--- src/rtl/fifo19_to_ll8.sv ---
// fifo19_to_ll8: unpacks 19-bit FIFO words {occ,eof,sof,hi,lo} into an 8-bit
// LocalLink byte stream and checks the packet framing of the incoming words.
// Build option: define FIFO19_TO_LL8_STATS_EN to add the packet and byte counters.
module fifo19_to_ll8 #(
    parameter int unsigned DROP_ORPHANS = 1,
    parameter int unsigned CNT_WIDTH    = 16
) (
    input  logic                 clk,
    input  logic                 reset_n,
    input  logic                 clear,
    input  logic [18:0]          f19_data,
    input  logic                 f19_src_rdy_i,
    output logic                 f19_dst_rdy_o,
    output logic [7:0]           ll_data,
    output logic                 ll_sof,
    output logic                 ll_eof,
    output logic                 ll_error,
    output logic                 ll_src_rdy,
    input  logic                 ll_dst_rdy,
    output logic                 frame_err,
    output logic [CNT_WIDTH-1:0] err_count,
    output logic [CNT_WIDTH-1:0] pkt_count,
    output logic [31:0]          byte_count
);

    localparam int unsigned BYTE_W     = 8;
    localparam int unsigned BYTE_CNT_W = 32;
    localparam bit          DROP_EN    = (DROP_ORPHANS != 0);

    typedef struct packed {
        logic              occ;
        logic              eof;
        logic              sof;
        logic [BYTE_W-1:0] hi;
        logic [BYTE_W-1:0] lo;
    } f19_word_t;

    typedef enum logic [1:0] {
        EMPTY = 2'd0,
        HI    = 2'd1,
        LO    = 2'd2,
        DROP  = 2'd3
    } state_t;

    f19_word_t         in_word;
    state_t            state;
    logic [BYTE_W-1:0] hold_lo;
    logic              hold_eof;
    logic              hold_tail;
    logic              in_pkt;

    logic xfer_c;
    logic last_c;
    logic accept_c;
    logic in_pkt_nxt_c;
    logic orphan_c;
    logic missing_eof_c;

    assign in_word = f19_word_t'(f19_data);

    // Handshake: a new word may enter when nothing is held or the held word's last byte leaves now.
    assign xfer_c        = ll_src_rdy & ll_dst_rdy;
    assign last_c        = (state == LO) | ((state == HI) & hold_tail);
    assign f19_dst_rdy_o = (state == EMPTY) | (xfer_c & last_c);
    assign accept_c      = f19_src_rdy_i & f19_dst_rdy_o;

    // Packet membership as it will be after this cycle's byte transfer; used to classify a new word.
    always_comb begin
        in_pkt_nxt_c = in_pkt;
        if (xfer_c) begin
            if (ll_eof) begin
                in_pkt_nxt_c = 1'b0;
            end else if (ll_sof) begin
                in_pkt_nxt_c = 1'b1;
            end
        end
    end

    assign orphan_c      = accept_c & ~in_word.sof & ~in_pkt_nxt_c;
    assign missing_eof_c = accept_c &  in_word.sof &  in_pkt_nxt_c;

    // Byte-emission FSM; the LocalLink outputs are loaded directly from the incoming or held word.
    always_ff @(posedge clk or negedge reset_n) begin
        if (!reset_n) begin
            state      <= EMPTY;
            hold_lo    <= '0;
            hold_eof   <= 1'b0;
            hold_tail  <= 1'b0;
            in_pkt     <= 1'b0;
            frame_err  <= 1'b0;
            ll_src_rdy <= 1'b0;
            ll_data    <= '0;
            ll_sof     <= 1'b0;
            ll_eof     <= 1'b0;
            ll_error   <= 1'b0;
        end else if (clear) begin
            state      <= EMPTY;
            hold_lo    <= '0;
            hold_eof   <= 1'b0;
            hold_tail  <= 1'b0;
            in_pkt     <= 1'b0;
            frame_err  <= 1'b0;
            ll_src_rdy <= 1'b0;
            ll_data    <= '0;
            ll_sof     <= 1'b0;
            ll_eof     <= 1'b0;
            ll_error   <= 1'b0;
        end else begin
            in_pkt    <= in_pkt_nxt_c;
            frame_err <= orphan_c | missing_eof_c;
            if (accept_c) begin
                hold_lo   <= in_word.lo;
                hold_eof  <= in_word.eof;
                hold_tail <= in_word.eof & in_word.occ;
                if (orphan_c && DROP_EN) begin
                    state      <= DROP;
                    ll_src_rdy <= 1'b0;
                    ll_data    <= '0;
                    ll_sof     <= 1'b0;
                    ll_eof     <= 1'b0;
                    ll_error   <= 1'b0;
                end else begin
                    state      <= HI;
                    ll_src_rdy <= 1'b1;
                    ll_data    <= in_word.hi;
                    ll_sof     <= in_word.sof;
                    ll_eof     <= in_word.eof & in_word.occ;
                    ll_error   <= orphan_c;
                end
            end else begin
                case (state)
                    EMPTY: begin
                        state <= EMPTY;
                    end
                    HI: begin
                        if (xfer_c) begin
                            if (hold_tail) begin
                                state      <= EMPTY;
                                ll_src_rdy <= 1'b0;
                                ll_data    <= '0;
                                ll_sof     <= 1'b0;
                                ll_eof     <= 1'b0;
                                ll_error   <= 1'b0;
                            end else begin
                                state   <= LO;
                                ll_data <= hold_lo;
                                ll_sof  <= 1'b0;
                                ll_eof  <= hold_eof;
                            end
                        end
                    end
                    LO: begin
                        if (xfer_c) begin
                            state      <= EMPTY;
                            ll_src_rdy <= 1'b0;
                            ll_data    <= '0;
                            ll_sof     <= 1'b0;
                            ll_eof     <= 1'b0;
                            ll_error   <= 1'b0;
                        end
                    end
                    DROP: begin
                        state <= EMPTY;
                    end
                endcase
            end
        end
    end

    // Saturating framing-violation counter; survives a synchronous clear.
    always_ff @(posedge clk or negedge reset_n) begin
        if (!reset_n) begin
            err_count <= '0;
        end else if (!clear && (orphan_c || missing_eof_c) && !(&err_count)) begin
            err_count <= err_count + CNT_WIDTH'(1);
        end
    end

`ifdef FIFO19_TO_LL8_STATS_EN
    // Emitted packet and byte statistics; both wrap and only reset_n clears them.
    always_ff @(posedge clk or negedge reset_n) begin
        if (!reset_n) begin
            pkt_count  <= '0;
            byte_count <= '0;
        end else if (xfer_c) begin
            byte_count <= byte_count + BYTE_CNT_W'(1);
            if (ll_eof) begin
                pkt_count <= pkt_count + CNT_WIDTH'(1);
            end
        end
    end
`else
    assign pkt_count  = '0;
    assign byte_count = BYTE_CNT_W'(0);
`endif

endmodule

--- config.mk ---
export PLATFORM = sky130hd
export DESIGN_NAME = fifo19_to_ll8
export DESIGN_NICKNAME = d
export VERILOG_FILES = /design/src/rtl/fifo19_to_ll8.sv
export SDC_FILE = /design/constraint.sdc
export NUM_CORES = 1
export LEC_CHECK = 0
export BUFFER_PORTS_ARGS = -buffer_cell sky130_fd_sc_hd__buf_2
export CAP_MARGIN = 30
export CORE_ASPECT_RATIO = 1.2
export CORE_MARGIN = 1
export CORE_UTILIZATION = 51
export CTS_CLUSTER_SIZE = 12
export DETAILED_ROUTE_END_ITERATION = 6
export GPL_TIMING_DRIVEN = 0
export PLACE_DENSITY = 0.95
export RECOVER_POWER = 50
export SYNTH_ARGS = -nofsm -noshare
export SYNTH_HDL_FRONTEND = slang
export SYNTH_SLANG_ARGS = --single-unit
--- constraint.sdc ---
create_clock -name clk -period 4.4 [get_ports clk]
set_clock_uncertainty 0.05 [all_clocks]
set_input_delay 0.88 -clock clk [delete_from_list [all_inputs] [get_ports clk]]
set_output_delay 0.88 -clock clk [all_outputs]
set_load 0.02 [all_outputs]
Yosys cells after proc, flatten, opt, wreduce, memory -nomap -nowiden
Index checks and enable logic that the tools add are counted.
{"block": "totals", "reg_bits": 42, "in_bits": 24, "out_inout_bits": 78, "elab_cells": 94}
{"block": "classes", "add_sub_neg": 1, "eq_ne": 6, "muxes": 44, "n_bitwise": 14, "n_reduce_logical": 17}
{"op": "8-bit 2-to-1 mux", "count": 8}
{"op": "1-bit 2-to-1 mux", "count": 26}
{"op": "16-bit by 1-bit adder with 16-bit output, second input constant", "count": 1}
{"op": "8-bit case mux with 2 select lines", "count": 1}
{"op": "16-bit AND reduction", "count": 1}
{"op": "2-bit 2-to-1 mux", "count": 6}
{"op": "4-bit != test, second input constant", "count": 3}
{"op": "1-bit AND", "count": 9}
{"op": "2-bit case mux with 3 select lines", "count": 1}
{"op": "3-bit nonzero test", "count": 2}
{"op": "2-bit == test, second input constant", "count": 2}
{"op": "1-bit case mux with 2 select lines", "count": 2}
{"op": "2-bit AND reduction", "count": 2}
{"op": "4-bit AND reduction", "count": 1}
{"op": "4-bit nonzero test", "count": 1}
{"op": "2-bit OR reduction", "count": 2}
{"op": "1-bit bitwise OR", "count": 3}
{"op": "3-bit AND reduction", "count": 1}
{"op": "2-bit by 1-bit == test with 1-bit output, second input constant", "count": 1}
{"op": "1-bit logical AND", "count": 2}
{"op": "1-bit zero test", "count": 2}
{"op": "2-bit zero test", "count": 1}
{"op": "1-bit NOT", "count": 2}
{"op": "2-bit nonzero test", "count": 1}
{"op": "1-bit logical OR", "count": 1}

Depth between registers and ports, before layout
{"block": "depth", "ltp_word": 11, "depth_mapped": 8, "ltp_nobuf": 7}

Worst setup path before layout
Ideal clock, no wire load.
{"block": "synth_path", "kind": "input-to-output", "from": "in ll_dst_rdy", "to": "out f19_dst_rdy_o", "arrival_ns": 1.305, "required_ns": 3.470, "path_slack_ns": 2.165, "path_stages": 2, "n_path_buf": 0, "cell_sequence": "a21o_2 and2_1"}
{"block": "synth_via", "elab_chain_cells": 3}
{"element": "start, declared", "line_no": "19", "text": "input logic ll_dst_rdy,"}
{"element": "1-bit AND", "line_no": "62", "text": "assign xfer_c = ll_src_rdy & ll_dst_rdy;"}
{"element": "1-bit AND", "line_no": "64", "text": "assign f19_dst_rdy_o = (state == EMPTY) | (xfer_c & last_c);"}
{"element": "1-bit bitwise OR", "line_no": "64"}
{"element": "end, declared", "line_no": "13", "text": "output logic f19_dst_rdy_o,"}
No other way between the ends.

Final worst setup path
{"block": "layout_path", "from": "reg state[1]", "to": "out f19_dst_rdy_o"}
{"block": "layout_via", "elab_chain_cells": 5, "elab_cells_between_ends": 7, "cone_classes": "eq/ne (2); bitwise (4); reduce/logical (1)"}
{"element": "start, declared", "line_no": "46", "text": "state_t state;"}
{"element": "start signal, assigned", "line_no": "85", "text": "state <= EMPTY;"}
{"element": "start signal, assigned", "line_no": "97", "text": "state <= EMPTY;"}
{"element": "start signal, assigned", "line_no": "116", "text": "state <= DROP;"}
{"element": "2-bit by 1-bit == test with 1-bit output", "line_no": "63", "text": "assign last_c = (state == LO) | ((state == HI) & hold_tail);"}
{"element": "1-bit AND", "line_no": "63"}
{"element": "1-bit bitwise OR", "line_no": "63"}
{"element": "1-bit AND", "line_no": "64"}
{"element": "1-bit bitwise OR *", "line_no": "64"}
Every way passes the cells marked *; elsewhere a longest branch is shown, timed or not.

==> results.toml <==
[critical_path]
crit_type = "reg2out"
cp.required_ns = 3.47
cp_max_fo = 4
endpoint_kind = "output port"
crit_arrival_ns = 1.66
cp-start-kind = "flip-flop"

[die]
start_util = 0.544
die_w_um = 64.3
dieArea_sq_mm = 0.00493
num_rows = 26
core_area_sq_mm = 0.00436
pin_count = 102
die_h_um = 76.7

[global_route]
met2_usage = 0.380
grt_pass1_vias = 1828
grt_pass1_wl_um = 8260
overflow = 0
grtUsageTotal = 0.213
grt.busiest_layer = "met2"
grt_max_degree = 42
grt_use_met3 = 0.0446
grt_use_met1 = 0.244
grt_antenna_before_repair = 0

[clock_network]
htreeDepth = 2
cts_tree = "yes"
path_clk_slew_ns = 0.08
clock-sinks = 41
clkLatencyLatePin_ns = 0.30
cts_buffer_depth = 2
cts_made_buffers = 5
post_cts_buffers = 0
cts_root_buf = "clkbuf_8"
ctsResizeCount = 0
hold_buffers = 0

[finish]
post_layout_nonfiller_instances = 412
postLayoutCellArea_sq_mm = 0.00295
nFillCells = 392
antenna_cells = 0
synthToLayoutAreaGrowth_pct = 24.2
multiInputGateArea_sq_mm = 0.00110
nNetsFinal = 383
seq_area_sq_mm = 0.00103
drive_gt1_frac = 0.306

[yosys]
synth-simple-area-share = 0.209
ys_seq_elements = 41
ys_types = 42
synth_xor_area_frac = 0.0443
synth_edf_count = 0
synth_compound_area_frac = 0.0949
netlist_area_sq_mm = 0.00237
synth_top_area_frac = 0.432
yosys_warnings = 0
synth_top_family_by_area = "simple AND/OR/NAND/NOR gates"
async_reset_ff_frac = 1.00
synthMuxAreaShare = 0.0190
synth.top_cells.by_count = "buf_4, dfrtp_1, nand2_1, nand3_1"
netlist_instances = 248
ys_seq_area_frac = 0.432
yosys.area_share.adder = 0.0211
synth_flop_cell = "dfrtp_1"
yosysTopAreaCell = "dfrtp_1"
synth.most_common_cell = "buf_4"
synth_top_cells_by_area = "dfrtp_1, buf_4, nand2_1"
syn_area_per_cell_sq_um = 9.57

[pwr]
vdd_drop_max_uv = 276
powerDensity_mw_per_mm2 = 429
p_leak_nw = 1.57

[timing]
setup_tns_ns = 0
setup_viol = 0
finalMaxSlewViolations = 42
final_hold_viol_count = 0
fmax_ghz = 0.386
rsz0062_at_grt = "no"
slew_headroom = -0.450
finalCritPeriodShare = 0.588
worst_pin_slew_ns = 2.18
post-route-min-period_ns = 2.59

[route]
avgRoutedWirePerCell_um = 12.3
routed_via_density = 4.80
vias = 1977
drc = 0
routed_wl_um = 5060
drt_first_pass_iters = 4
drtIter0Drc = 111
ant_nets = 0

[placed_design]
finalWeightedCongestion = 0.846
dp_hpwl_um = 3790
dpl.cell_count = 404
numPortBuffers = 52
place_area_sq_mm = 0.00288

[run]
timing.max_cap.violations = 1

[hold_path]
worst_hold_path_type = "reg2reg"

[outcome]
status = "complete, but fails checks"
violations = "max-capacitance violations, max-slew violations"
## metal layers
layer  vias up  part of all wire
met1       928              0.39
met2        76              0.54
li1        963                 -
met3        10             0.059
met5         -                 0
met4         0             0.014
## power breakdown
group          internal, mW  switching, mW  leakage (nW)
clock                 0.110          0.138        0.0439
combinational         0.187          0.329         0.963
sequential            0.442         0.0581         0.559
## per-stage QoR
step           power (mW)  worst slack [ns]   util  hold WS (ns)
2_1_floorplan       0.879              2.17      -         0.434
3_3_place_gp         1.01              1.91  0.661         0.430
3_5_place_dp         1.02              1.84  0.661         0.435
4_1_cts              1.27              1.81  0.681         0.456
5_1_grt              1.34              1.46  0.676         0.485
6_report             1.26              1.81  0.676         0.457
## flip-flops by register name (all words and copies together) (netlist names)
signal and flops:
in_pkt 1, frame_err 1, ll_eof 1, state 2, err_count 16, ll_src_rdy 1
hold_lo 8, ll_sof 1, hold_eof 1, hold_tail 1, ll_data 8
## critical path: stages, from the launching register on
cell     delay (ns)
dfrtp_1        0.39
inv_1          0.07
ha_1           0.23
a211o_1        0.37
and2_1         0.15
buf_2          0.15
## worst paths after layout
check                                endpoint  depth (start not counted)  slack, ns         start
worst max-delay path            f19_dst_rdy_o                          5       1.81      state[1]
worst min-delay path             err_count[9]                          1       0.46  err_count[9]
worst max register to register     ll_data[3]                          8       2.14      state[1]
worst min register to register   err_count[9]                          1       0.46  err_count[9]
max in group asynchronous        err_count[0]                          1       1.90       reset_n
min in group asynchronous              ll_eof                          1       1.16       reset_n
## placed cells by master (no fill, tap or decap), types with 3 or more instances in the layout
master,count
buf_4,49
conb_1,49
buf_2,41
nand2_1,41
dfrtp_1,41
clkbuf_1,19
nand3_1,14
a21oi_1,12
xnor2_1,12
a22oi_1,8
and3_1,8
nand4_1,7
clkbuf_8,5
nand2b_1,4
ha_1,4
nor3_1,3
mux2_1,3
## layout make-up
type / count / share of cell area
buffer: 58 / 0.140
clock buffer: 5 / 0.0234
clock inverter: 3 / 0.00595
inverter: 2 / 0.00255
multi-input combinational: 195 / 0.373
sequential: 41 / 0.348
tap: 56 / 0.0238
timing repair buffer: 52 / 0.0824
## cell families after synthesis
family,Yosys count
adder cells (fa/ha/maj),4
flip-flops,41
AND/OR/NAND/NOR,93
buffers and inverters,60
XOR/XNOR,12
multiplexers,4
other,1
AO/OA/AOI/OAI,33
Power figures use the tool's default switching activity.
